**src/rtl/alu_muldiv_ctrl.sv**
```systemverilog
// alu_muldiv_ctrl: ALU function decode plus an iterative multiply/divide unit that owns HI/LO.
// Latency: fncode is combinational; a muldiv result lands in hi/lo WIDTH+2 cycles after issue.
// Backpressure: stall is held from issue through BUSY/FIXUP and while any HI/LO/muldiv op waits.
// Optional: MULDIV_FAST_ZERO_EN sends muldiv ops with a zero operand from IDLE straight to FIXUP.
module alu_muldiv_ctrl #(
  parameter int WIDTH = 32
) (
  input  logic             clk,
  input  logic             reset,
  input  logic             valid_in,
  input  logic [5:0]       opcode,
  input  logic [5:0]       rtype_fncode,
  input  logic [WIDTH-1:0] op_a,
  input  logic [WIDTH-1:0] op_b,
  output logic [5:0]       fncode,
  output logic             stall,
  output logic [WIDTH-1:0] hi,
  output logic [WIDTH-1:0] lo
);

  localparam int            CW   = $clog2(WIDTH);
  localparam logic [CW-1:0] LAST = CW'(WIDTH - 1);

  localparam logic [5:0] OP_RTYPE = 6'h00;
  localparam logic [5:0] OP_ADDIU = 6'h09;
  localparam logic [5:0] OP_SLTI  = 6'h0A;
  localparam logic [5:0] OP_SLTIU = 6'h0B;
  localparam logic [5:0] OP_ANDI  = 6'h0C;
  localparam logic [5:0] OP_ORI   = 6'h0D;
  localparam logic [5:0] OP_XORI  = 6'h0E;
  localparam logic [5:0] OP_LB    = 6'h20;
  localparam logic [5:0] OP_LH    = 6'h21;
  localparam logic [5:0] OP_LWL   = 6'h22;
  localparam logic [5:0] OP_LW    = 6'h23;
  localparam logic [5:0] OP_LBU   = 6'h24;
  localparam logic [5:0] OP_LHU   = 6'h25;
  localparam logic [5:0] OP_LWR   = 6'h26;
  localparam logic [5:0] OP_SB    = 6'h28;
  localparam logic [5:0] OP_SH    = 6'h29;
  localparam logic [5:0] OP_SW    = 6'h2B;

  localparam logic [5:0] FN_MTHI  = 6'h11;
  localparam logic [5:0] FN_MTLO  = 6'h13;

  typedef enum logic [1:0] {IDLE, BUSY, FIXUP} state_t;

  state_t           state, state_nxt;
  logic [CW-1:0]    cnt;
  logic [WIDTH-1:0] a_q, b_q;        // captured raw operands
  logic             div_q, sgn_q;    // captured op kind: divide / signed
  logic [WIDTH-1:0] acc_hi, acc_lo;  // product halves, or remainder / quotient-dividend

  logic             is_rtype, muldiv_op, mthi_op, mtlo_op;
  logic             in_neg_a;
  logic [WIDTH-1:0] in_mag_a;
  logic             neg_a, neg_b;
  logic [WIDTH-1:0] mag_b;
  logic [WIDTH:0]   mul_sum, div_trial;
  logic [WIDTH-1:0] step_hi, step_lo;
  logic [2*WIDTH-1:0] prod, prod_fix;
  logic [WIDTH-1:0] quo_fix, rem_fix, res_hi, res_lo;

  assign is_rtype  = (opcode == OP_RTYPE);
  // funct 0x18..0x1B share the upper bits 0110
  assign muldiv_op = valid_in & is_rtype & (rtype_fncode[5:2] == 4'b0110);
  assign mthi_op   = valid_in & is_rtype & (rtype_fncode == FN_MTHI);
  assign mtlo_op   = valid_in & is_rtype & (rtype_fncode == FN_MTLO);

  // Outside IDLE every cycle stalls, which already covers HI/LO and muldiv ops waiting for IDLE.
  assign stall = (state != IDLE) | muldiv_op;

  // Dividend/multiplier magnitude is taken straight from the inputs at capture time.
  assign in_neg_a = ~rtype_fncode[0] & op_a[WIDTH-1];
  assign in_mag_a = in_neg_a ? -op_a : op_a;

  assign neg_a = sgn_q & a_q[WIDTH-1];
  assign neg_b = sgn_q & b_q[WIDTH-1];
  assign mag_b = neg_b ? -b_q : b_q;

  // ALU function select, decoded in every state
  always_comb begin
    fncode = 6'h3F;
    case (opcode)
      OP_ADDIU, OP_LB, OP_LBU, OP_LH, OP_LHU, OP_LW,
      OP_LWL, OP_LWR, OP_SB, OP_SH, OP_SW: fncode = 6'h21;
      OP_ANDI:  fncode = 6'h24;
      OP_ORI:   fncode = 6'h25;
      OP_XORI:  fncode = 6'h26;
      OP_SLTI:  fncode = 6'h2A;
      OP_SLTIU: fncode = 6'h2B;
      OP_RTYPE: fncode = rtype_fncode;
      default:  fncode = 6'h3F;
    endcase
  end

  // One iteration: shift-add multiply (right shift) or restoring divide (left shift)
  always_comb begin
    mul_sum   = {1'b0, acc_hi} + (acc_lo[0] ? {1'b0, mag_b} : '0);
    div_trial = {acc_hi, acc_lo[WIDTH-1]} - {1'b0, mag_b};
    step_hi   = mul_sum[WIDTH:1];
    step_lo   = {mul_sum[0], acc_lo[WIDTH-1:1]};
    if (div_q) begin
      if (!div_trial[WIDTH]) begin
        step_hi = div_trial[WIDTH-1:0];
        step_lo = {acc_lo[WIDTH-2:0], 1'b1};
      end else begin
        step_hi = {acc_hi[WIDTH-2:0], acc_lo[WIDTH-1]};
        step_lo = {acc_lo[WIDTH-2:0], 1'b0};
      end
    end
  end

  // Sign correction and special cases applied in FIXUP.
  // Most-negative / -1 needs no override: the magnitude quotient 2^(WIDTH-1) already reads back
  // as the most-negative value and the remainder is zero.
  always_comb begin
    prod     = {acc_hi, acc_lo};
    prod_fix = (neg_a ^ neg_b) ? -prod : prod;
    quo_fix  = (neg_a ^ neg_b) ? -acc_lo : acc_lo;
    rem_fix  = neg_a ? -acc_hi : acc_hi;
    res_hi   = prod_fix[2*WIDTH-1:WIDTH];
    res_lo   = prod_fix[WIDTH-1:0];
    if (div_q) begin
      if (b_q == '0) begin
        res_hi = a_q;
        res_lo = '1;
      end else begin
        res_hi = rem_fix;
        res_lo = quo_fix;
      end
    end else if ((a_q == '0) || (b_q == '0)) begin
      // a skipped iteration leaves the accumulators partial; a zero operand always yields zero
      res_hi = '0;
      res_lo = '0;
    end
  end

  // State register
  always_ff @(posedge clk) begin
    if (reset) state <= IDLE;
    else       state <= state_nxt;
  end

  // Next-state decode
  always_comb begin
    state_nxt = state;
    case (state)
      IDLE: begin
        if (muldiv_op) begin
`ifdef MULDIV_FAST_ZERO_EN
          state_nxt = ((op_a == '0) || (op_b == '0)) ? FIXUP : BUSY;
`else
          state_nxt = BUSY;
`endif
        end
      end
      BUSY:    if (cnt == LAST) state_nxt = FIXUP;
      FIXUP:   state_nxt = IDLE;
      default: state_nxt = IDLE;
    endcase
  end

  // Operand capture, iteration datapath and step counter
  always_ff @(posedge clk) begin
    if (reset) begin
      a_q    <= '0;
      b_q    <= '0;
      div_q  <= 1'b0;
      sgn_q  <= 1'b0;
      acc_hi <= '0;
      acc_lo <= '0;
      cnt    <= '0;
    end else begin
      case (state)
        IDLE: begin
          if (muldiv_op) begin
            a_q    <= op_a;
            b_q    <= op_b;
            div_q  <= rtype_fncode[1];
            sgn_q  <= ~rtype_fncode[0];
            acc_hi <= '0;
            acc_lo <= in_mag_a;
            cnt    <= '0;
          end
        end
        BUSY: begin
          acc_hi <= step_hi;
          acc_lo <= step_lo;
          cnt    <= (cnt == LAST) ? '0 : cnt + CW'(1);
        end
        default: ;
      endcase
    end
  end

  // HI/LO: written only by FIXUP completion or by MTHI/MTLO in IDLE
  always_ff @(posedge clk) begin
    if (reset) begin
      hi <= '0;
      lo <= '0;
    end else if (state == FIXUP) begin
      hi <= res_hi;
      lo <= res_lo;
    end else if (state == IDLE) begin
      if (mthi_op) hi <= op_a;
      if (mtlo_op) lo <= op_a;
    end
  end

endmodule
```
**config.mk**
```make
export PLATFORM = sky130hd
export DESIGN_NAME = alu_muldiv_ctrl
export DESIGN_NICKNAME = d
export VERILOG_FILES = /design/src/rtl/alu_muldiv_ctrl.sv
export SDC_FILE = /design/constraint.sdc
export NUM_CORES = 1
export LEC_CHECK = 0
export CAP_MARGIN = 20
export CORE_ASPECT_RATIO = 1.75
export CORE_MARGIN = 5
export CORE_UTILIZATION = 55
export DETAILED_ROUTE_END_ITERATION = 8
export PLACE_DENSITY = 0.77
export REMOVE_ABC_BUFFERS = 1
export SYNTH_ARGS = -nofsm -noshare
export SYNTH_HDL_FRONTEND = slang
export SYNTH_SLANG_ARGS = --single-unit
```
**constraint.sdc**
```tcl
create_clock -name clk -period 5.55 [get_ports clk]
set_clock_uncertainty 0.15 [all_clocks]
set_input_delay 0.555 -clock clk [delete_from_list [all_inputs] [get_ports clk]]
set_output_delay 0.555 -clock clk [all_outputs]
set_load 0.005 [all_outputs]
```
==> impl_metrics.ini <==
[clock_tree]
cts_tree = yes
clk_pin_slew_ns = 0.06
cts_resized = 0
cts_hold_buf = 0
cts-root-buf = clkbuf_16
h-tree-depth = 1
cts_max_path_buffers = 3
insertion_delay_ns = 0.54
numCtsBuffers = 23
cts_sinks = 201
postCtsSetupBuffers = 0

[place]
port_buffers = 149
dp_hpwl_um = 42700
pre_cts_slack_ns = 0.393
routabilityCongestion = 0.980
dpl-instance-area_mm2 = 0.0179

[global_routing]
grt_max_degree = 86
gr-total-overflow = 0
grt_pass1_wl_um = 88900
grt_pass1_vias = 17046
grt.total_usage_pct = 32.3
antenna_found_initial = 0

[sta]
rsz0062_at_grt = false
fin_tns_setup_ns = 0
period_share_pct = 93.7
fin_ws_ns = 0.347
clock.fmax_mhz = 192
hold_viol = 0
setup_viol = 0
drv_slew = 0
period_minus_slack_ns = 5.20
worst_pin_slew_ns = 1.12
slew-limit-headroom_pct = 24.6

[pwr]
finalPower_uw = 3290
power.density_mw_per_mm2 = 176
peakVddDrop_v = 0.000234
p_leak_uw = 0.00686

[worst_setup_path]
cp-end-kind = flip-flop
slowest_stage = or4_1
path_class = reg2reg
arrival_ns = 5.46
cp_num_buf_inv = 1
cp_max_fo = 40
slowest_delay_ns = 0.65
start_kind = flip-flop
path_cells = or4_1, nor2_1, nand3_1, o41ai_1, xor2_1, ha_1, a211oi_1, o211ai_1, a311oi_1, a41oi_1, nand2_1, xnor2_2, buf_12, nor2b_1, a2111oi_0, nor4_1
required_ns = 5.81
critPathTopFamily = compound AO/OA/AOI/OAI gates

[floorplan]
die_height_um = 238
core_mm2 = 0.0294
ioPinCount = 150
rows = 83
initial_core_util_pct = 55.6
die_area_mm2 = 0.0334
die_x_um = 140

[yosys]
ys.flop_type = dfxtp_1
yosysTopAreaCellShare_pct = 24.6
syn-cell-area_mm2 = 0.0163
yosysSeqAreaShare_pct = 24.6
ys_ff_latch = 201
synth_edf_count = 0
async_flop_share_pct = 0
syn_area_per_cell_um2 = 7.16
ys_types = 72
synthesis.instances = 2283
synth_warnings = 0
yosys-top-cells-area = dfxtp_1 25%, a21oi_1 8.4%, nand2_1 6.2%
yosysTopAreaCell = dfxtp_1

[route]
drc = 0
post_drt_wl_per_cell_um = 21.0
vias_per_cell = 6.50
dr.first_iter.drc_count = 1524
antenna_left = 0
drtPass1Iterations = 6
num_vias = 17588
wl_um = 56900

[finish]
syn2layout_area_growth_pct = 14.7
final.fill_count = 2679
num_antenna_cells = 0
layout_common_cells = 271 x a21oi_1, 270 x nand2_1, 253 x nor2_1
layout-drive-gt1-share_pct = 4.95
final_common_cell = a21oi_1
post-route-util_pct = 63.8
design_area_mm2 = 0.0187
nets = 2459

[run]
max-cap-violations = 0

[min_path]
hold_path.class = in2reg

[outcome]
status = finished, final reports clean
## final timing paths
kind,startpoint,endpoint,slack (ns),depth (start not counted)
hold / removal,reset,hi[25]$_SDFFE_PP0P_,0.22,2
setup / recovery,b_q[2]$_SDFFE_PP0P_,acc_hi[24]$_SDFFE_PP0P_,0.35,16
hold reg to reg,b_q[5]$_SDFFE_PP0P_,b_q[5]$_SDFFE_PP0P_,0.33,2
setup reg to reg,b_q[2]$_SDFFE_PP0P_,acc_hi[24]$_SDFFE_PP0P_,0.35,16
## layer usage
metal | routed length, µm | up-vias | share of wire (%) | GRT usage, %
li1 | - | 8307 | - | -
met1 | 20400 | 8250 | 36 | 34.5
met2 | 29400 | 796 | 52 | 59.8
met3 | 3370 | 235 | 5.9 | 3.83
met4 | 3790 | 0 | 6.7 | 19.9
met5 | 0 | - | 0 | 0
## synth_stat cells, types with 7 or more instances
library cell / count
o41ai_1: 9
a311oi_1: 7
a21o_1: 23
dfxtp_1: 201
nand3_1: 29
nor2b_1: 12
or4_1: 18
buf_2: 14
a221oi_1: 15
mux2i_1: 53
and2_1: 9
xnor2_1: 113
o21bai_1: 10
nand4_1: 13
and3_1: 11
a21oi_1: 273
or3_1: 13
nand2b_1: 22
buf_1: 8
o21a_1: 8
o211ai_1: 16
o21ai_0: 101
clkbuf_1: 162
a22oi_1: 24
a2111oi_0: 14
xor2_1: 85
nor2_1: 253
ha_1: 70
nand2_1: 270
o31ai_1: 16
nor3_1: 102
a211oi_1: 81
a31oi_1: 42
nor4_1: 47
inv_1: 41
## state kept, by name (all words and copies together), names as in the netlist
signal  cells
a_q        32
acc_hi     32
acc_lo     32
b_q        32
hi         32
lo         32
cnt         5
state       2
div_q       1
sgn_q       1
## kinds of logic after synthesis
logic type	Yosys count	share of synthesized area, %
compound gates	694	26.6
xor+xnor	198	10.6
fa+ha+maj	72	5.60
buf+inv	230	5.56
flops	201	24.6
mux	53	3.25
simple gates	835	23.8
## metrics by stage
step	hold WS [ns]	cells
after floorplan	0.290	2094
after global placement	0.308	2664
after detailed placement	0.318	2665
after CTS	0.197	2707
after global routing	0.224	2707
final	0.220	2707
## final cells by class
| type | count | area [µm²] | area share (%) |
|---|---|---|---|
| timing repair buffer | 189 | 1810 | 9.65 |
| clock inverter | 14 | 191 | 1.02 |
| tap | 382 | 478 | 2.55 |
| clock buffer | 28 | 614 | 3.28 |
| multi-input combinational | 1852 | 11500 | 61.2 |
| inverter | 41 | 154 | 0.821 |
| sequential | 201 | 4030 | 21.5 |
## power breakdown
group / total (µW) / internal [µW] / switching (µW)
combinational: 196 / 85.6 / 110
clock: 1660 / 985 / 671
sequential: 1440 / 1440 / 0.900
total: 3290 / 2510 / 782
No activity file was read; power rests on OpenSTA's default activity.
